<file path="src/rtl/input_conditioner_if.sv">
// Raw-input / conditioned-output bundle for input_conditioner.
// The slave side is the conditioner itself; the master side is whatever
// drives the raw lines and consumes the conditioned events.
interface input_conditioner_if;
  logic raw_c1;
  logic raw_c2;
  logic raw_i;
  logic c1_pulse;
  logic c2_pulse;
  logic i_level;

  modport slave (
    input  raw_c1, raw_c2, raw_i,
    output c1_pulse, c2_pulse, i_level
  );

  modport master (
    output raw_c1, raw_c2, raw_i,
    input  c1_pulse, c2_pulse, i_level
  );
endinterface

</file>
<file path="src/rtl/input_conditioner.sv">
// Three-channel input conditioner: 2-flop synchronizer plus debounce FSM per
// channel. Channels 1 and 2 produce one-cycle rise pulses that never overlap;
// channel I produces a registered debounced level.
module input_conditioner #(
  parameter int DEB_CYCLES = 16,
  parameter int CNT_W      = 5
) (
  input logic                 clk,
  input logic                 reset,
  input_conditioner_if.slave  bus
);

  localparam int NCH  = 3;
  localparam int CH_C1 = 0;
  localparam int CH_C2 = 1;
  localparam int CH_I  = 2;

  // Counter value at which the last required stable sample is seen.
  localparam logic [CNT_W-1:0] CNT_LAST = CNT_W'(DEB_CYCLES - 1);

  typedef enum logic [1:0] {
    LOW,
    CHK_HIGH,
    HIGH,
    CHK_LOW
  } deb_state_t;

  logic [NCH-1:0] raw;
  logic [NCH-1:0] sync1;
  logic [NCH-1:0] sync2;
  logic [NCH-1:0] rise;
  logic           c2_pending;
  logic           i_level_next;

  assign raw = {bus.raw_i, bus.raw_c2, bus.raw_c1};

  // Two-stage synchronizer; sync2 is the channel sample seen by the FSMs.
  // NOTE: sequential state uses non-blocking (<=) so every flop samples the
  // pre-edge value of its source; blocking here would collapse the chain.
  always_ff @(posedge clk or posedge reset) begin
    if (reset) begin
      sync1 <= '0;
      sync2 <= '0;
    end else begin
      sync1 <= raw;
      sync2 <= sync1;
    end
  end

  for (genvar g = 0; g < NCH; g++) begin : g_chan
    deb_state_t       state;
    logic [CNT_W-1:0] cnt;

    // Rise event: last qualifying high sample while checking a rising edge.
    assign rise[g] = (state == CHK_HIGH) && sync2[g] && (cnt == CNT_LAST);

    // Debounce FSM: a level change is accepted only after a run of
    // DEB_CYCLES+1 agreeing samples; cnt is cleared on every state change.
    always_ff @(posedge clk or posedge reset) begin
      if (reset) begin
        state <= LOW;
        cnt   <= '0;
      end else begin
        unique case (state)
          LOW: begin
            if (sync2[g]) begin
              state <= CHK_HIGH;
              cnt   <= '0;
            end
          end
          CHK_HIGH: begin
            if (!sync2[g]) begin
              state <= LOW;
              cnt   <= '0;
            end else if (cnt == CNT_LAST) begin
              state <= HIGH;
              cnt   <= '0;
            end else begin
              cnt <= cnt + 1'b1;
            end
          end
          HIGH: begin
            if (!sync2[g]) begin
              state <= CHK_LOW;
              cnt   <= '0;
            end
          end
          CHK_LOW: begin
            if (sync2[g]) begin
              state <= HIGH;
              cnt   <= '0;
            end else if (cnt == CNT_LAST) begin
              state <= LOW;
              cnt   <= '0;
            end else begin
              cnt <= cnt + 1'b1;
            end
          end
          default: begin
            state <= LOW;
            cnt   <= '0;
          end
        endcase
      end
    end
  end

  // Debounced level of channel I as it will be after the coming edge.
  // NOTE: the default assignment first guarantees no latch is inferred even
  // if a case arm forgets to drive the signal.
  always_comb begin
    i_level_next = 1'b0;
    unique case (g_chan[CH_I].state)
      LOW:      i_level_next = 1'b0;
      CHK_HIGH: i_level_next = rise[CH_I];
      HIGH:     i_level_next = 1'b1;
      CHK_LOW:  i_level_next = sync2[CH_I] || (g_chan[CH_I].cnt != CNT_LAST);
      default:  i_level_next = 1'b0;
    endcase
  end

  // Output register: c1 always wins a tie, a simultaneous c2 rise is parked
  // in c2_pending and issued on the following cycle.
  always_ff @(posedge clk or posedge reset) begin
    if (reset) begin
      bus.c1_pulse <= 1'b0;
      bus.c2_pulse <= 1'b0;
      bus.i_level  <= 1'b0;
      c2_pending   <= 1'b0;
    end else begin
      bus.c1_pulse <= rise[CH_C1];
      bus.i_level  <= i_level_next;
      if (rise[CH_C1]) begin
        bus.c2_pulse <= 1'b0;
        c2_pending   <= c2_pending | rise[CH_C2];
      end else begin
        bus.c2_pulse <= c2_pending | rise[CH_C2];
        c2_pending   <= 1'b0;
      end
    end
  end

endmodule

</file>
<file path="src/flat_wrapper.sv">
// flat-port wrapper written by rule: the top's interface ports become plain ports
module input_conditioner_flat 
#(
  parameter int DEB_CYCLES = 16,
  parameter int CNT_W      = 5
)
  (clk, reset, bus_raw_c1, bus_raw_c2, bus_raw_i, bus_c1_pulse, bus_c2_pulse, bus_i_level);
  input_conditioner_if bus_i ();
  input logic clk;
  input logic reset;
  input wire logic [$bits(bus_i.raw_c1)-1:0] bus_raw_c1;
  input wire logic [$bits(bus_i.raw_c2)-1:0] bus_raw_c2;
  input wire logic [$bits(bus_i.raw_i)-1:0] bus_raw_i;
  output wire logic [$bits(bus_i.c1_pulse)-1:0] bus_c1_pulse;
  output wire logic [$bits(bus_i.c2_pulse)-1:0] bus_c2_pulse;
  output wire logic [$bits(bus_i.i_level)-1:0] bus_i_level;
  assign bus_i.raw_c1 = bus_raw_c1;
  assign bus_i.raw_c2 = bus_raw_c2;
  assign bus_i.raw_i = bus_raw_i;
  assign bus_c1_pulse = bus_i.c1_pulse;
  assign bus_c2_pulse = bus_i.c2_pulse;
  assign bus_i_level = bus_i.i_level;
  input_conditioner #(.DEB_CYCLES(DEB_CYCLES), .CNT_W(CNT_W)) u_core (.clk(clk), .reset(reset), .bus(bus_i));
endmodule
</file>
<file path="config.mk">
export PLATFORM = sky130hd
export DESIGN_NAME = input_conditioner_flat
export DESIGN_NICKNAME = d
export VERILOG_FILES = /design/src/rtl/input_conditioner_if.sv /design/src/rtl/input_conditioner.sv /design/src/flat_wrapper.sv
export SDC_FILE = /design/constraint.sdc
export NUM_CORES = 1
export LEC_CHECK = 0
export ABC_CLOCK_PERIOD_IN_PS = 2300
export CORE_ASPECT_RATIO = 0.6
export CORE_MARGIN = 4
export CORE_UTILIZATION = 45
export CTS_BUF_LIST = sky130_fd_sc_hd__clkbuf_4
export DETAILED_ROUTE_END_ITERATION = 6
export HOLD_SLACK_MARGIN = 0.1
export PLACE_DENSITY = 0.62
export SLEW_MARGIN = 0
export SYNTH_ARGS = -nofsm -noshare
export SYNTH_HDL_FRONTEND = slang
export SYNTH_SLANG_ARGS = --single-unit
</file>
<file path="constraint.sdc">
create_clock -name clk -period 2.3 [get_ports clk]
set_input_delay 0.345 -clock clk [delete_from_list [all_inputs] [get_ports clk]]
set_output_delay 0.345 -clock clk [all_outputs]
set_load 0.01 [all_outputs]
</file>
## Word level (Yosys, flattened, before mapping)

Index checks and enable logic that the tools add are counted.

- Bits in registers: 31
- Input port bits: 5

- $add $sub $neg: 3
- Eq/ne operators: 25
- Multiplexer cells: 42
- Bitwise logic cells: 1
- Reduce and logical (&&, ||, !) cells: 16

Operator list:

| kind | number |
|---|---|
| 5-bit 2-to-1 mux | 15 |
| 5-bit one-hot mux with 4 select lines | 3 |
| 2-bit 2-to-1 mux | 18 |
| 2-bit one-hot mux with 4 select lines | 3 |
| 5-bit by 1-bit adder with 5-bit output, second input constant | 3 |
| 5-bit by 4-bit equality test with 1-bit output, second input constant | 3 |
| 2-bit equality test, second input constant | 6 |
| 4-bit AND reduction | 3 |
| 3-bit by 1-bit inequality test with 1-bit output, second input constant | 3 |
| 3-bit inequality test, second input constant | 3 |
| 2-bit by 1-bit equality test with 1-bit output, second input constant | 3 |
| 1-bit logical AND | 6 |
| 2-bit zero test | 3 |
| 2-bit by 1-bit inequality test with 1-bit output, second input constant | 3 |
| 2-bit inequality test, second input constant | 3 |
| 2-bit AND reduction | 3 |
| 5-bit by 4-bit inequality test with 1-bit output, second input constant | 1 |
| 1-bit one-hot mux with 4 select lines | 1 |
| 1-bit 2-to-1 mux | 2 |
| 1-bit logical OR | 1 |
| 1-bit bitwise OR | 1 |

## Depth between registers and ports, before layout

Gate-level depths: netlist (run 1).

- Depth after elaboration: 5
- Depth in mapped cells: 4
- Depth with buffers taken out: 4

## Worst setup path before layout (run 1)

Ideal clock, no wire load.

- Path type: register to register
- Start point: register u_core.g_chan[2].cnt[0]
- End point: register with a tool-made name
- Arrival: 1243 ps
- Path slack: 932 ps
- Stages on the path, launching flop included: 5
- Buffers on the path: 0
- Cells stage by stage: dfrtp_1 -> ha_1 -> and4b_1 -> nand2_1 -> mux2_2

RTL lines:

| element | line | RTL |
|---|---|---|
| from (decl) | input_conditioner.sv:52 | `logic [CNT_W-1:0] cnt;` |
| from (signal assigned) | input_conditioner.sv:79 | `cnt <= cnt + 1'b1;` |
| from (signal assigned) | input_conditioner.sv:96 | `cnt <= cnt + 1'b1;` |

## Final worst setup path (run 1)

- Start point: register u_core.bus.i_level
- End point: output port bus_i_level

RTL lines:

| element | line | RTL |
|---|---|---|
| from (decl) | input_conditioner_if.sv:14 | `output c1_pulse, c2_pulse, i_level` |
| from (signal assigned) | input_conditioner.sv:132 | `bus.i_level <= i_level_next;` |
| to (decl) | flat_wrapper.sv:16 | `output wire logic [$bits(bus_i.i_level)-1:0] bus_i_level;` |

No word-level cell between the ends.

==> flow_metrics.tcl, run 1 <==
set metrics [dict create \
    seqCellArea_sq_um 776 \
    synth_top_cell_area_share_pct 56.9 \
    num_rows 15 \
    ys_warn_count 0 \
    ant_nets 0 \
    power_leakage_nw 0.701 \
    drtIter0Drc 29 \
    worstMarginPinSlew_ns 0.421 \
    post_cts.repair.setup_buffers 0 \
    drt-pass1-iter-count 5 \
    die_area_sq_mm 0.00400 \
    multi_input_area_sq_um 557 \
    globalplace.congestion 0.791 \
    drc_errors 0 \
    finalHoldViolations 0 \
    holdBufCountCts 0 \
    syn-num-nets 125 \
    drv_cap 0 \
    final_nets 137 \
    cts_resized 0 \
    antenna_found_initial 0 \
    status "completed" \
    total_power_mw 0.976 \
    path_buf_inv 1 \
    wl_mm 2.16 \
    grt_usage_pct 13.7 \
    ys_async_sr_fraction_pct 100 \
    cts_root_buffer "clkbuf_4" \
    area_delta_synth_final_pct 12.8 \
    crit_family "buffers and inverters" \
    synth_cell_types 33 \
    setup_violations 0 \
    syn_inst 117 \
    crit_path_max_incr_delay_ns 0.52 \
    numPortBuffers 7 \
    ir_worst_vdd_v 0.000292 \
    start_util_pct 47.2 \
    vias_per_cell 5.12 \
    diodes 0 \
    period_needed_ns 1.52 \
    critPathCaptureType "output pin" \
    synth_area_sq_mm 0.00136 \
    die_w_microns 79.1 \
    die_h_microns 50.6 \
    yosysTopAreaCell "dfrtp_1" \
    clock_sinks 31 \
    slew_violations 0 \
    fp.coreArea_sq_mm 0.00289 \
    grt_max_degree 32 \
    drive_above_1_share_pct 11.5 \
    synth_area_leaders "dfrtp_1 (57%), and4b_1 (3.7%), nand3_1 (3.3%)" \
    crit_required_ns 1.96 \
    worstHoldPathType "reg -> reg" \
    fillers 272 \
    insertion_delay_ns 0.32 \
    wl_per_cell_microns 12.6 \
    cts_buffer_depth 2 \
    critical_path_class "reg -> out" \
    grt_pass1_vias 906 \
    arrival_ns 1.18 \
    io_pins 8 \
    cpMaxStageDelayCell "clkdlybuf4s50_1" \
    start_kind "flip-flop" \
    synth-seq-area-share_pct 56.9 \
    fin_tns_setup_ns 0 \
    layout_commonest_cell "dfrtp_1" \
    synth_edf_count 0 \
    path_clk_slew_ns 0.10 \
    ys_seq_elements 31 \
    cts_tree "done" \
    p_per_area_mw_per_mm2 634 \
    fin_skew_ns 0.00869 \
    grt.overflow.total 0 \
    cts_buffers 5 \
    dp_slack_ns 0.851 \
    syn_area_per_cell_sq_um 11.7 \
    fmax_ghz 0.656 \
    fin_ws_ns 0.776 \
    htree_num_levels 2 \
    dp_hpwl_mm 1.55 \
    path_cells "clkdlybuf4s50_1" \
    rsz0062_at_grt "no" \
    min_period_over_period_pct 66.2 \
    layout_common_cells "dfrtp_1 (31), nand3_1 (9), nand2_1 (8)" \
    grt_pass1_wl_mm 4.11 \
    maxSlewHeadroom_pct 71.7 \
    critPathMaxFanout 1 \
    vias 881 \
    ys.flop_type "dfrtp_1" \
]
==> registers in the layout (all words and copies together), names as in the netlist, named ones only <==
| signal | count |
|---|---|
| u_core.bus.c1_pulse | 1 |
| u_core.bus.c2_pulse | 1 |
| u_core.bus.i_level | 1 |
| u_core.c2_pending | 1 |
| u_core.g_chan.cnt | 15 |
| u_core.g_chan.state | 3 |
| u_core.sync1 | 3 |
| u_core.sync2 | 3 |
==> synth_stat cells (3+ instances only) <==
cell,number
ha_1,3
dfrtp_1,31
xnor2_1,4
and4b_1,5
o22ai_1,3
nand3b_1,4
o21ai_0,4
xor2_1,4
a21oi_1,4
nand2b_1,3
inv_1,5
nand3_1,9
mux2_2,3
nand2_1,8
==> through the flow <==
stage	instance area, sq um	std cells	hold slack [ns]	utilization, %
floorplan	1360	117	0.331	-
global placement	1480	164	0.338	51.3
detailed placement	1480	164	0.336	51.3
CTS	1540	172	0.358	53.2
global route	1540	172	0.362	53.2
finish	1540	172	0.355	53.2
==> final timing paths <==
path                                                      from                                  end  slack (ns)  cells after the start
max                               u_core.bus.i_level$_DFF_PP0_                          bus_i_level        0.78                      1
min                                  u_core.sync1[2]$_DFF_PP0_            u_core.sync2[2]$_DFF_PP0_        0.35                      0
max reg2reg                u_core.g_chan[2].cnt[0]$_DFFE_PP0P_         u_core.bus.i_level$_DFF_PP0_        0.85                      4
min reg2reg                          u_core.sync1[2]$_DFF_PP0_            u_core.sync2[2]$_DFF_PP0_        0.35                      0
max in group asynchronous                                reset            u_core.sync2[1]$_DFF_PP0_        1.63                      3
min in group asynchronous                                reset  u_core.g_chan[2].cnt[2]$_DFFE_PP0P_        0.39                      3
==> area by class of cell <==
class,instances,share of cell area [%]
inverter,5,1.22
timing repair buffer,8,5.04
multi-input combinational,78,36.2
tap,42,3.41
clock inverter,1,0.325
clock buffer,7,3.41
sequential,31,50.4
==> per-layer routing <==
metal	GRT usage (%)	part of all wire, %	wire length, microns	vias up
li1	-	-	-	446
met1	18.7	53	1150	420
met2	18.2	41	884	9
met3	6.99	4.5	97	6
met4	5.14	1.5	32	0
met5	0	0	0	-
==> report_power, final <==
group | leakage, nW | switching (mW) | internal [mW]
sequential | 0.407 | 0.0275 | 0.567
clock | 0.0361 | 0.177 | 0.143
combinational | 0.257 | 0.0335 | 0.0285
==> cell families after synthesis <==
logic type	count (synthesis)	share of synthesized area, %
AND/OR/NAND/NOR	40	17.8
multiplexers	5	3.94
XOR/XNOR	9	6.33
buffers and inverters	8	2.29
AO/OA/AOI/OAI	21	10.0
adder cells (fa/ha/maj)	3	2.75
flip-flops	31	56.9
No activity file was read; power rests on OpenSTA's default activity.
==> run 2: changes to the inputs <==
- ABC_CLOCK_PERIOD_IN_PS: 2300 -> 1310
- PLACE_DENSITY: 0.62 -> 0.64
- clock period: 2.3 -> 1.31 ns (I/O delays scaled with it)
==> flow_metrics.tcl, run 2 (same netlist as run 1, synthesis figures left out) <==
set metrics [dict create \
    antenna_found_initial 0 \
    setup_violations 2 \
    die_w_microns 79.1 \
    die_h_microns 50.6 \
    grt_pass1_wl_mm 4.36 \
    total_power_mw 1.69 \
    drv_cap 0 \
    final_cell_area_sq_mm 0.00166 \
    final_nets 147 \
    cts_tree "done" \
    fp.coreArea_sq_mm 0.00289 \
    grt.overflow.total 0 \
    cts_buffer_depth 2 \
    grt_max_degree 32 \
    start_kind "flip-flop" \
    rsz0062_at_grt "yes" \
    dp_hpwl_mm 1.66 \
    arrival_ns 1.54 \
    die_area_sq_mm 0.00400 \
    period_needed_ns 1.33 \
    drive_above_1_share_pct 24.6 \
    largest_reg_flops 15 \
    critPathMaxFanout 4 \
    violations "negative setup slack" \
    crit_path_max_incr_delay_ns 0.40 \
    dp_slack_ns -0.0156 \
    cts_buffers 5 \
    fin_ws_ns -0.0224 \
    cpMaxStageDelayCell "dfrtp_1" \
    status "finished with violations" \
    p_sw_mw 0.411 \
    insertion_delay_ns 0.32 \
    globalplace.congestion 0.885 \
    drtIter0Drc 12 \
    layout_commonest_cell "dfrtp_1" \
    crit_required_ns 1.52 \
    critPathCaptureType "flip-flop" \
    power_frac_seq_pct 61.7 \
    swShare_pct 24.3 \
    holdBufCountCts 0 \
    clock_sinks 31 \
    diodes 0 \
    internal-power_mw 1.28 \
    numPortBuffers 7 \
    largest_register "u_core.g_chan.cnt" \
    fin_tns_setup_ns -0.0349 \
    fmax_ghz 0.751 \
    power_frac_clock_pct 29.9 \
    start_util_pct 47.2 \
    cts_root_buffer "clkbuf_4" \
    min_period_over_period_pct 102 \
    path_cells "ha_2, and4b_2, nand2_2, mux2_4" \
    worstHoldPathType "in -> async" \
    fin_skew_ns 0.00186 \
    io_pins 8 \
    fillers 250 \
    maxSlewHeadroom_pct 72.8 \
    grt_pass1_vias 997 \
    ir_worst_vdd_v 0.000489 \
    drc_errors 0 \
    p_comb_share_pct 8.4 \
    worstMarginPinSlew_ns 0.404 \
    ant_nets 0 \
    wl_per_cell_microns 13.5 \
    num_rows 15 \
    dpl_cell_area_sq_mm 0.00156 \
    drt-pass1-iter-count 5 \
    critical_path_class "reg -> reg" \
    wl_mm 2.43 \
    p_per_area_mw_per_mm2 1020 \
    slew_violations 0 \
    power_leakage_nw 0.769 \
    area_delta_synth_final_pct 21.9 \
    vias_per_cell 5.37 \
    layout_common_cells "dfrtp_1 (31), buf_4 (10), nand3_1 (9)" \
    grt_usage_pct 14.5 \
    finalHoldViolations 0 \
    vias 966 \
    path_clk_slew_ns 0.09 \
    htree_num_levels 2 \
]
==> run 2: worst max-delay path: cells and delay by family, from the launching register on <==
family | cells | cell delay, ns
DFF | 1 | 0.40
and+or+nand+nor | 2 | 0.33
muxes | 1 | 0.31
adders and majority gates | 1 | 0.19
==> run 2: per-stage QoR <==
step	instances	hold WS, ns	util (%)
5_1_grt	180	0.262	57.5
6_report	180	0.218	57.5
3_3_place_gp	173	0.332	54.1
3_5_place_dp	173	0.339	54.1
4_1_cts	180	0.216	56.1
2_1_floorplan	117	0.228	-
==> run 2: metal layers <==
layer | vias to the layer above | GRT usage (%) | share of wire (%)
li1 | 460 | - | -
met1 | 476 | 17.4 | 50
met2 | 22 | 23.3 | 43
met3 | 8 | 5.38 | 4.3
met4 | 0 | 6.86 | 2.2
met5 | - | 0 | 0
==> run 2: path summary, 6_finish.rpt <==
path | endpoint | depth (start not counted) | slack, ns | startpoint
setup / recovery | flip-flop | 4 | -0.02 | u_core.g_chan[2].cnt[0]$_DFFE_PP0P_
hold / removal | u_core.sync1[2]$_DFF_PP0_ | 3 | 0.22 | reset
setup reg to reg | flip-flop | 4 | -0.02 | u_core.g_chan[2].cnt[0]$_DFFE_PP0P_
hold reg to reg | u_core.sync2[2]$_DFF_PP0_ | 0 | 0.36 | u_core.sync1[2]$_DFF_PP0_
max in group asynchronous | u_core.sync1[0]$_DFF_PP0_ | 3 | 0.92 | reset
min in group clk | u_core.sync1[1]$_DFF_PP0_ | 1 | 0.30 | bus_raw_c2
==> run 2: power by group through the flow <==
stage          clock [mW]  sequential (mW)  combinational [mW]
2_1_floorplan           0             1.04              0.0905
3_3_place_gp            0             1.06               0.133
3_5_place_dp            0             1.06               0.138
4_1_cts             0.531             1.04               0.143
5_1_grt             0.574             1.05               0.163
6_report            0.505             1.04               0.142
==> run 2: cell type report <==
type / count / area [sq um] / area share (%)
multi-input cells: 78 / 609 / 36.6
clock buffers: 6 / 45.0 / 2.71
inverters: 5 / 18.8 / 1.13
flip-flops and latches: 31 / 776 / 46.7
repair buffers: 18 / 161 / 9.71
well taps: 42 / 52.6 / 3.16
==> run 2: repair_timing <==
action,4_1_cts,5_1_grt
pin swaps,1,5
buffers inserted,1,0
endpoints found under the hold margin,0,0
setup endpoints to repair,6,12
resized for setup,6,10
==> run 3: changes to the inputs <==
- CORE_MARGIN: 4 -> 1.5
==> flow_metrics.tcl, run 3 (same netlist as run 1, synthesis figures left out) <==
set metrics [dict create \
    status "finished with violations" \
    violations "negative setup slack" \
    dr_wl_met3_microns 84 \
    crit_path_max_incr_delay_ns 0.40 \
    power_frac_clock_pct 30.5 \
    drv_cap 0 \
    numPortBuffers 7 \
    insertion_delay_ns 0.33 \
    cts_buffers 5 \
    wl_mm 2.46 \
    fp.coreArea_sq_mm 0.00287 \
    final_cells 185 \
    die_w_microns 74.1 \
    die_area_sq_mm 0.00338 \
    ant_nets 0 \
    fin_skew_ns 0.00381 \
    p_comb_share_pct 9.3 \
    start_kind "flip-flop" \
    critPathCaptureType "flip-flop" \
    cts_tree "done" \
    crit_required_ns 1.54 \
    drt-pass1-iter-count 4 \
    cpMaxStageDelayCell "dfrtp_1" \
    io_pins 8 \
    critPathMaxFanout 4 \
    path_clk_slew_ns 0.10 \
    final_cell_area_sq_mm 0.00169 \
    period_needed_ns 1.32 \
    final_nets 150 \
    p_per_area_mw_per_mm2 1020 \
    vias 946 \
    layout_common_cells "dfrtp_1 (31), buf_4 (13), nand3_1 (9)" \
    largest_register "u_core.g_chan.cnt" \
    internal-power_mw 1.28 \
    maxSlewHeadroom_pct 71.9 \
    fin_ws_ns -0.00800 \
    drive_above_1_share_pct 27.3 \
    finalHoldViolations 0 \
    cts_buffer_depth 2 \
    grt_usage_pct 17.2 \
    power_leakage_nw 0.797 \
    antenna_found_initial 0 \
    drtIter0Drc 21 \
    largest_reg_flops 15 \
    globalplace.congestion 0.853 \
    die_h_microns 45.6 \
    grt_max_degree 32 \
    worstHoldPathType "in -> async" \
    wl_per_cell_microns 13.3 \
    r2r-start "u_core.g_chan[2].cnt[1]$_DFFE_PP0P_" \
    fmax_ghz 0.759 \
    drc_errors 0 \
    wl_met2_mm 1.07 \
    htree_num_levels 2 \
    setup_violations 2 \
    highest_layer "met4" \
    area_delta_synth_final_pct 24.1 \
    min_period_over_period_pct 101 \
    grt_pass1_wl_mm 4.03 \
    layout_commonest_cell "dfrtp_1" \
    path_cells "ha_2, and4b_2, nand2_2, mux2_4" \
    worstMarginPinSlew_ns 0.418 \
    swShare_pct 26.1 \
    rsz0062_at_grt "yes" \
    post-route-util_pct 59.0 \
    startpoint "u_core.g_chan[2].cnt[1]$_DFFE_PP0P_" \
    r2r_slack_ns -0.008 \
    cts_root_buffer "clkbuf_4" \
    num_rows 15 \
    dp_hpwl_mm 1.69 \
    drt-met1-wl_mm 1.26 \
    start_util_pct 47.5 \
    arrival_ns 1.54 \
    clock_sinks 31 \
    critical_path_class "reg -> reg" \
    p_sw_mw 0.450 \
    holdBufCountCts 0 \
    diodes 0 \
    vias_per_cell 5.11 \
    grt.overflow.total 0 \
    grt_pass1_vias 874 \
    ir_worst_vdd_v 0.000593 \
    fin_tns_setup_ns -0.0145 \
    dp.cells 173 \
    power_frac_seq_pct 60.2 \
    slew_violations 0 \
    dpl_cell_area_sq_mm 0.00156 \
]
run 3: cell type report:
type                            count  area, sq um
Multi-Input combinational cell     78          609
Timing Repair Buffer               21          184
Clock buffer                        5         37.5
Sequential cell                    31          776
Tap cell                           42         52.6
Fill cell                         238         1180
Inverter                            5         18.8
Clock inverter                      3         15.0
run 3: final timing paths:
kind,to,depth (start not counted)
worst max-delay path,u_core.bus.i_level$_DFF_PP0_,4
worst min register to register,u_core.sync2[0]$_DFF_PP0_,0
worst max register to register,u_core.bus.i_level$_DFF_PP0_,4
max in group asynchronous,u_core.g_chan[1].cnt[0]$_DFFE_PP0P_,3
worst min-delay path,async pin,3
min in group clk,u_core.sync1[2]$_DFF_PP0_,1
run 3: what timing repair did:
item,4_1_cts,5_1_grt
pin swaps,1,2
gates cloned,0,0
setup endpoints to repair,6,10
setup buffers,2,2
gates resized for setup,7,10
run 3: metal layers:
metal / global-route usage [%] / up-vias
met5: 0 / -
met4: 10.4 / 0
met3: 5.97 / 7
met2: 22.9 / 10
met1: 24.1 / 458
li1: - / 471
run 3: per-stage QoR:
stage	setup WS [ns]	total power, mW	hold WS [ns]
3_3_place_gp	-0.00144	1.19	0.334
6_report	-0.00800	1.73	0.194
4_1_cts	0.00384	1.74	0.188
5_1_grt	-0.0508	1.82	0.206
2_1_floorplan	0.000216	1.13	0.228
3_5_place_dp	-0.0346	1.20	0.337
run 3: power by group through the flow:
| stage | sequential (mW) | clock (mW) | combinational, mW |
|---|---|---|---|
| 2_1_floorplan | 1.04 | 0 | 0.0905 |
| 3_3_place_gp | 1.05 | 0 | 0.136 |
| 3_5_place_dp | 1.06 | 0 | 0.143 |
| 4_1_cts | 1.04 | 0.550 | 0.152 |
| 5_1_grt | 1.05 | 0.589 | 0.181 |
| 6_report | 1.04 | 0.527 | 0.161 |
run 3: critical path, delay by kind of cell, from the launching register on:
kind / cells / cell delay (ns)
fa+ha+maj: 1 / 0.19
flops: 1 / 0.40
mux: 1 / 0.30
simple gates: 2 / 0.33
